===== config.mk =====
export PLATFORM = sky130hd
export DESIGN_NAME = id_ex_operand_stage
export DESIGN_NICKNAME = d
export VERILOG_FILES = /design/src/rtl/id_ex_operand_stage.sv
export SDC_FILE = /design/constraint.sdc
export NUM_CORES = 1
export LEC_CHECK = 0
export BUFFER_PORTS_ARGS = -buffer_cell sky130_fd_sc_hd__buf_2
export CAP_MARGIN = 5
export CORE_AREA = 10 10 230 232
export CTS_CLUSTER_SIZE = 25
export DETAILED_ROUTE_END_ITERATION = 16
export DIE_AREA = 0 0 240 242
export GPL_ROUTABILITY_DRIVEN = 1
export PLACE_DENSITY = 0.63
export SLEW_MARGIN = 20
export SYNTH_ARGS = -nofsm -noshare
export SYNTH_HDL_FRONTEND = slang
export SYNTH_SLANG_ARGS = --single-unit
export TNS_END_PERCENT = 20

===== constraint.sdc =====
create_clock -name clk -period 11.05 [get_ports clk]
set_input_delay 2.7625 -clock clk [delete_from_list [all_inputs] [get_ports clk]]
set_output_delay 2.7625 -clock clk [all_outputs]
set_load 0.01 [all_outputs]

===== src/rtl/id_ex_operand_stage.sv =====
// Decode-to-execute pipeline register behind the register file, with load-use stall and
// writeback snooping of held operands. Define WB_BYPASS_EN to forward same-edge writeback on capture.
module id_ex_operand_stage #(
  parameter int XLEN   = 64,
  parameter int REG_AW = 5,
  parameter int PC_W   = 64
) (
  input  logic              clk,
  input  logic              rst,
  input  logic              flush,
  input  logic              in_valid,
  output logic              in_ready,
  input  logic [REG_AW-1:0] in_rs1,
  input  logic [REG_AW-1:0] in_rs2,
  input  logic [REG_AW-1:0] in_rd,
  input  logic [XLEN-1:0]   in_rs1_val,
  input  logic [XLEN-1:0]   in_rs2_val,
  input  logic [XLEN-1:0]   in_imm,
  input  logic [PC_W-1:0]   in_pc,
  input  logic              in_reg_write,
  input  logic              in_mem_read,
  input  logic              wb_reg_write,
  input  logic [REG_AW-1:0] wb_rd,
  input  logic [XLEN-1:0]   wb_data,
  output logic              out_valid,
  input  logic              out_ready,
  output logic [XLEN-1:0]   out_rs1_val,
  output logic [XLEN-1:0]   out_rs2_val,
  output logic [REG_AW-1:0] out_rd,
  output logic [XLEN-1:0]   out_imm,
  output logic [PC_W-1:0]   out_pc,
  output logic              out_reg_write,
  output logic              out_mem_read
);

  logic              loadShadow;
  logic [REG_AW-1:0] loadShadowRd;
  logic [REG_AW-1:0] heldRs1;
  logic [REG_AW-1:0] heldRs2;

  logic              hazard;
  logic              fireIn;
  logic              fireOut;
  logic              wbHit1;
  logic              wbHit2;
  logic [XLEN-1:0]   capRs1;
  logic [XLEN-1:0]   capRs2;

  function automatic logic loadUse(input logic [REG_AW-1:0] rs);
    return (rs != '0) &&
           ((out_valid && out_mem_read && rs == out_rd) ||
            (loadShadow && rs == loadShadowRd));
  endfunction

  assign hazard   = loadUse(in_rs1) || loadUse(in_rs2);
  assign in_ready = !hazard && !flush && (!out_valid || out_ready);
  assign fireIn   = in_valid && in_ready;
  assign fireOut  = out_valid && out_ready;

  // Writeback hits on the operands currently held in the register.
  assign wbHit1 = wb_reg_write && (wb_rd != '0) && (wb_rd == heldRs1);
  assign wbHit2 = wb_reg_write && (wb_rd != '0) && (wb_rd == heldRs2);

  // NOTE: every signal assigned in always_comb gets a default first so no latch is inferred.
  always_comb begin
    capRs1 = in_rs1_val;
    capRs2 = in_rs2_val;
`ifdef WB_BYPASS_EN
    // The regfile write landing on this edge is not yet visible on readData.
    if (wb_reg_write && wb_rd != '0 && wb_rd == in_rs1) capRs1 = wb_data;
    if (wb_reg_write && wb_rd != '0 && wb_rd == in_rs2) capRs2 = wb_data;
`endif
    if (in_rs1 == '0) capRs1 = '0;
    if (in_rs2 == '0) capRs2 = '0;
  end

  // NOTE: sequential state uses non-blocking assignments so every register samples pre-edge values.
  always_ff @(posedge clk or posedge rst) begin
    if (rst) begin
      out_valid     <= 1'b0;
      out_rs1_val   <= '0;
      out_rs2_val   <= '0;
      out_rd        <= '0;
      out_imm       <= '0;
      out_pc        <= '0;
      out_reg_write <= 1'b0;
      out_mem_read  <= 1'b0;
      heldRs1       <= '0;
      heldRs2       <= '0;
      loadShadow    <= 1'b0;
      loadShadowRd  <= '0;
    end else if (flush) begin
      out_valid  <= 1'b0;
      loadShadow <= 1'b0;
    end else begin
      // One-cycle shadow of a departing load covers the bubble the consumer still needs.
      loadShadow   <= fireOut && out_mem_read;
      loadShadowRd <= out_rd;
      if (fireIn) begin
        out_valid     <= 1'b1;
        out_rs1_val   <= capRs1;
        out_rs2_val   <= capRs2;
        out_rd        <= in_rd;
        out_imm       <= in_imm;
        out_pc        <= in_pc;
        out_reg_write <= in_reg_write;
        out_mem_read  <= in_mem_read;
        heldRs1       <= in_rs1;
        heldRs2       <= in_rs2;
      end else if (fireOut) begin
        out_valid <= 1'b0;
      end else if (out_valid) begin
        if (wbHit1) out_rs1_val <= wb_data;
        if (wbHit2) out_rs2_val <= wb_data;
      end
    end
  end

endmodule

==> results.cfg, run 1 <==
[layout]
layout_common_cells = buf_2, dfrtp_1, mux2i_1
drive_gt1_frac = 0.454
finalInstanceArea_um2 = 17300
final_cells = 2184
final_common_cell = buf_2
syn_to_final_growth_pct = 38.1
final_nets = 1881

[grt]
grt.overflow.total = 0
antenna_found_initial = 8
grt_pass1_vias = 11079
grt_usage = 0.150
grt_pass1_wl_um = 68500
grt_max_degree = 152

[timing]
maxSlewHeadroom = 0.276
rsz0062_at_grt = no
setup_tns_ns = 0
fin_crit_ns = 6.90
fmax_mhz = 145
finalMaxSlewViolations = 0
clock_skew_ns = 0.0164
finalHoldViolations = 0
fin_hold_ws_ns = 0.483
post-route-period-util = 0.625
worstMarginPinSlew_ns = 1.09
finalSetupViolations = 0

[drt]
first_pass_iters = 4
drtIter0Drc = 283
antenna_left = 0
vias_per_cell = 4.46
num_vias = 9745
routedWlPerCell_um = 21.0
route.detailed.drc = 0
totalWireLength_um = 45900

[placed_design]
place_area_um2 = 16200
io_buffers = 612
hpwlAfterDp_um = 35300
place_congestion = 0.873
dpl.cell_count = 2122

[worst_setup_path]
critPathMaxFanout = 65
r2r_cells = 8
critical_path_class = in -> out
start_kind = primary input
r2r-start = loadShadowRd[1]
critPathCaptureType = primary output
required_ns = 8.29
r2r_end = out_imm[2]
arrival_ns = 4.14
r2r_slack_ns = 7.51

[power]
irDropWorstVdd_v = 0.000130
p_leak_uw = 0.00888
p_total_uw = 3120
power_density_nw_per_um2 = 181

[min_path]
hold_depth = 1
hp-class = reg -> reg
holdPathEnd = out_pc[52]
min-delay-start = out_pc[52]

[die]
ios = 613
die-area_um2 = 58100
coreArea_um2 = 48400
start_util = 0.258
rows = 81
dieWidth_um = 240
die_h_um = 242

[clock_tree]
clk_latency_ns = 0.58
cts_tree = yes
clkTransAtPathRegs_ns = 0.06
cts_resized = 0
cts_hold_buf = 0
cts_made_buffers = 31
h-tree-depth = 1
cts.sinks = 280
clk_path_buf_depth = 3
cts-root-buf = clkbuf_16
post_cts_buffers = 0

[yosys]
seq_area_frac_synth = 0.561
synth_cells = 934
synth_area_um2 = 12500
postSynthAreaPerCell_um2 = 13.4
synth_seq_cells = 280
yosys_warnings = 0
syn-num-nets = 1282
synth_cell_type_count = 28

[status]
outcome = complete, no violations

[run]
cap_violations = 0
## through the flow
step / setup slack [ns] / utilization
after floorplan: 0.565 / -
after global placement: 4.08 / 0.334
after detailed placement: 4.03 / 0.334
after CTS: 4.01 / 0.356
after global routing: 3.94 / 0.356
final: 4.15 / 0.356
## kinds of logic (layout without fill, tap and decap cells)
family	count (synthesis)	in the layout	synth area share
multiplexers	406	406	0.340
AO/OA/AOI/OAI	4	4	0.00220
flip-flops	280	280	0.561
buffers and inverters	60	684	0.0240
other	0	4	0
AND/OR/NAND/NOR	154	154	0.0511
XOR/XNOR	30	30	0.0210
## power by group
| group | internal, uW | switching, uW | total (uW) |
|---|---|---|---|
| logic | 327 | 374 | 702 |
| clock network | 635 | 441 | 1080 |
| registers | 1220 | 120 | 1340 |
## critical path: stages
cell and delay (ns):
buf_2 0.13, nor3_1 0.07, nand2_2 0.06, buf_4 0.57, a21oi_2 0.16, and3b_1 0.23, buf_2 0.14
## metal layers
metal	GRT usage	vias up	share of wire
li1	-	4453	-
met1	0.166	4796	0.38
met2	0.266	437	0.50
met3	0.0520	53	0.097
met4	0.0402	6	0.020
met5	0	-	0.00074
## worst max path at each step
stage               from    endpoint  slack, ns  depth (start not counted)
2_1_floorplan        rst  heldRs1[0]       0.57                          1
3_3_place_gp   in_rs2[1]    in_ready       4.08                          7
3_5_place_dp   in_rs2[1]    in_ready       4.03                          7
4_1_cts        in_rs2[1]    in_ready       4.01                          7
5_1_grt        in_rs2[1]    in_ready       3.94                          7
6_report       in_rs2[1]    in_ready       4.15                          7
## cell usage after synthesis
master / number / area [um^2]
nand4_1: 4 / 25.0
and4_1: 1 / 8.76
nand4b_2: 1 / 15.0
nor4_1: 3 / 18.8
o211ai_1: 1 / 7.51
mux2_2: 19 / 214
nand2_1: 131 / 492
buf_4: 5 / 37.5
dfrtp_1: 280 / 7010
nor2_1: 4 / 15.0
and4b_1: 1 / 10.0
buf_2: 39 / 195
buf_6: 1 / 11.3
xnor2_1: 22 / 193
nand2b_1: 1 / 6.26
nor2b_1: 1 / 6.26
or4_1: 1 / 7.51
nor3_1: 2 / 10.0
and3b_1: 1 / 8.76
mux2_1: 131 / 1480
xor2_1: 8 / 70.1
o21ai_0: 1 / 5.00
inv_1: 1 / 3.75
mux2i_1: 256 / 2560
o22ai_1: 1 / 6.26
a21oi_2: 1 / 8.76
clkbuf_1: 14 / 52.6
nand3_1: 3 / 15.0
## flip-flops by register name, indices dropped and copies added, names as in the netlist, 5 cells and up
name	cells
out_rs1_val	64
out_rs2_val	64
heldRs1	5
heldRs2	5
out_imm	64
out_pc	64
out_rd	5
loadShadowRd	5
## layout make-up
| class | count | area, um^2 |
|---|---|---|
| Antenna cell | 4 | 10.0 |
| Clock buffer | 41 | 893 |
| Clock inverter | 17 | 166 |
| Fill cell | 4843 | 31200 |
| Inverter | 1 | 11.3 |
| Multi-Input combinational cell | 594 | 5210 |
| Sequential cell | 280 | 7010 |
| Tap cell | 622 | 778 |
| Timing Repair Buffer | 625 | 3170 |
(Power assumes the default switching activity.)
==> run 2: changes to the inputs <==
--- a/config.mk
+++ b/config.mk
@@ -5,14 +5,15 @@
 export SDC_FILE = /design/constraint.sdc
 export NUM_CORES = 1
 export LEC_CHECK = 0
+export ABC_AREA = 1
 export BUFFER_PORTS_ARGS = -buffer_cell sky130_fd_sc_hd__buf_2
 export CAP_MARGIN = 5
-export CORE_AREA = 10 10 230 232
+export CORE_AREA = 10 10 232 234
 export CTS_CLUSTER_SIZE = 25
 export DETAILED_ROUTE_END_ITERATION = 16
-export DIE_AREA = 0 0 240 242
+export DIE_AREA = 0 0 242 244
 export GPL_ROUTABILITY_DRIVEN = 1
-export PLACE_DENSITY = 0.63
+export PLACE_DENSITY = 0.65
 export SLEW_MARGIN = 20
 export SYNTH_ARGS = -nofsm -noshare
 export SYNTH_HDL_FRONTEND = slang
==> constraint.sdc (replaced) <==
create_clock -name clk -period 5.75 [get_ports clk]
set_input_delay 1.4375 -clock clk [delete_from_list [all_inputs] [get_ports clk]]
set_output_delay 1.4375 -clock clk [all_outputs]
set_load 0.01 [all_outputs]
==> run 2 against run 1 <==
Effect of this change: utilization rose by 1.6 points; clock-buffer cell count fell by 1; first-iteration DRC count rose to 3.0 times the previous value; clock skew fell by 0.0014 ns; clock power rose by 80%; final area rose by 6.8%; wire length rose by 22%; largest cell class unchanged; worst hold slack got worse by 0.012 ns; critical path type unchanged; synthesized cell count rose by 110%; sequential share of layout area fell by 2.6 points.
==> results.cfg, run 2 <==
[status]
outcome = complete, no violations

[die]
dieWidth_um = 242
die-area_um2 = 59000
coreArea_um2 = 49500
die_h_um = 244
rows = 82
ios = 613
start_util = 0.279

[yosys]
synth.most_common_cell = nand2_1
syn-num-nets = 2285
synth_compound_area_frac = 0.00807
synth_cells = 1937
synth_area_leaders = dfrtp_1, nand2_1, nand4_1
synth_edf_count = 0
synth-simple-area-share = 0.393
synth_top_area_frac = 0.508
synth_commonest_cells = nand2_1, dfrtp_1, inv_1
synth_area_um2 = 13800
synthMuxAreaShare = 0
async_flop_share = 1.00
postSynthAreaPerCell_um2 = 7.12
ys.flop_type = dfrtp_1
synthAdderAreaFrac = 0
synth_top_family_by_area = simple AND/OR/NAND/NOR gates
synth_cell_type_count = 21
seq_area_frac_synth = 0.508
yosysTopAreaCell = dfrtp_1
yosys_warnings = 0
yosys.area_share.xor_xnor = 0.00508
synth_seq_cells = 280

[clock_tree]
post_cts_buffers = 0
clk_path_buf_depth = 3
cts.sinks = 280
cts_tree = yes
cts_made_buffers = 31
h-tree-depth = 1
clkTransAtPathRegs_ns = 0.06
cts_hold_buf = 0
clk_latency_ns = 0.58
cts_resized = 0
cts-root-buf = clkbuf_16

[power]
p_total_uw = 5850
irDropWorstVdd_v = 0.000191
p_leak_uw = 0.0114
power_density_nw_per_um2 = 317

[grt]
grt_max_degree = 157
grt_usage = 0.179
grt.overflow.total = 0
antenna_found_initial = 9
grt_pass1_wl_um = 85000
grt_pass1_vias = 14189

[drt]
totalWireLength_um = 56000
route.detailed.drc = 0
num_vias = 14381
routedWlPerCell_um = 17.6
first_pass_iters = 5
drtIter0Drc = 846
antenna_left = 0
vias_per_cell = 4.52

[layout]
syn_to_final_growth_pct = 33.5
fin_util = 0.373
drive_gt1_frac = 0.281
final_nets = 2835
layout_common_cells = nand2_1, buf_2, dfrtp_1
final_common_cell = nand2_1
fillCellCount = 5370

[placed_design]
place_congestion = 0.874
hpwlAfterDp_um = 40900
dpl_worst_slack_ns = 0.904
io_buffers = 612

[worst_setup_path]
critical_path_class = in -> out
arrival_ns = 3.35
critPathCaptureType = primary output
critPathMaxFanout = 22
required_ns = 4.31
start_kind = primary input
r2r_cells = 14

[timing]
fmax_mhz = 209
finalMaxSlewViolations = 0
layout_setup_ws_ns = 0.958
maxSlewHeadroom = 0.364
clock_skew_ns = 0.0150
finalHoldViolations = 0
fin_crit_ns = 4.79
finalSetupViolations = 0
post-route-period-util = 0.833
rsz0062_at_grt = no
worstMarginPinSlew_ns = 0.953
setup_tns_ns = 0

[min_path]
hp-class = reg -> reg
hold_depth = 2

[run]
cap_violations = 0
[run 2: cell count changes after synthesis, sizes merged, moves of 14 or more]
| cell | change |
|---|---|
| nor2 | +14 |
| buf | +51 |
| o21ai | +19 |
| nand4 | +127 |
| xnor2 | -17 |
| nand2 | +1054 |
| mux2i | -256 |
| mux2 | -150 |
| inv | +156 |
[run 2: worst paths after layout]
| kind | slack [ns] | start | endpoint |
|---|---|---|---|
| hold / removal | 0.47 | out_rs1_val[58] | out_rs1_val[58] |
| max in group asynchronous | 3.63 | rst | out_rs1_val[27] |
| setup reg to reg | 2.87 | out_rd[0] | out_rs1_val[0] |
| setup / recovery | 0.96 | in_rs2[0] | in_ready |
| min in group asynchronous | 0.98 | rst | out_pc[50] |
| hold reg to reg | 0.47 | out_rs1_val[58] | out_rs1_val[58] |
[run 2: report_power, final]
group          internal [uW]  switching (uW)  leakage, uW
Sequential              2300             191      0.00349
Clock                   1100             843     0.000479
Combinational            539             874      0.00748
[run 2: cell families after synthesis]
logic type,Yosys count
simple gates,1349
flops,280
buf+inv,278
compound gates,22
xor+xnor,8
[run 2: stage by stage]
step | hold slack (ns) | instance area, um^2 | cells
floorplan | 0.467 | 13800 | 1937
global placement | 0.456 | 17400 | 3126
detailed placement | 0.459 | 17400 | 3126
CTS | 0.476 | 18400 | 3178
global route | 0.483 | 18400 | 3178
finish | 0.471 | 18400 | 3182
[run 2: layout make-up]
class | instances | area (um^2) | share of cell area
inverters | 157 | 596 | 0.0323
well taps | 672 | 841 | 0.0456
clock inverters | 12 | 97.6 | 0.00530
diodes | 4 | 10.0 | 0.000543
multi-input cells | 1379 | 5640 | 0.306
clock buffers | 40 | 870 | 0.0472
flip-flops and latches | 280 | 7010 | 0.380
repair buffers | 638 | 3360 | 0.182
[run 2: per-layer routing]
layer,up-vias,part of all wire,GRT usage
li1,7002,-,-
met1,6596,0.40,0.220
met2,677,0.47,0.294
met3,94,0.10,0.0606
met4,12,0.028,0.0534
met5,-,0.0016,0
[run 2: worst max-delay path, cell delays in order]
cell	delay (ns)
buf_2	0.15
nor3_1	0.29
nand3_2	0.61
nand2_1	0.37
and3_1	0.30
buf_2	0.19
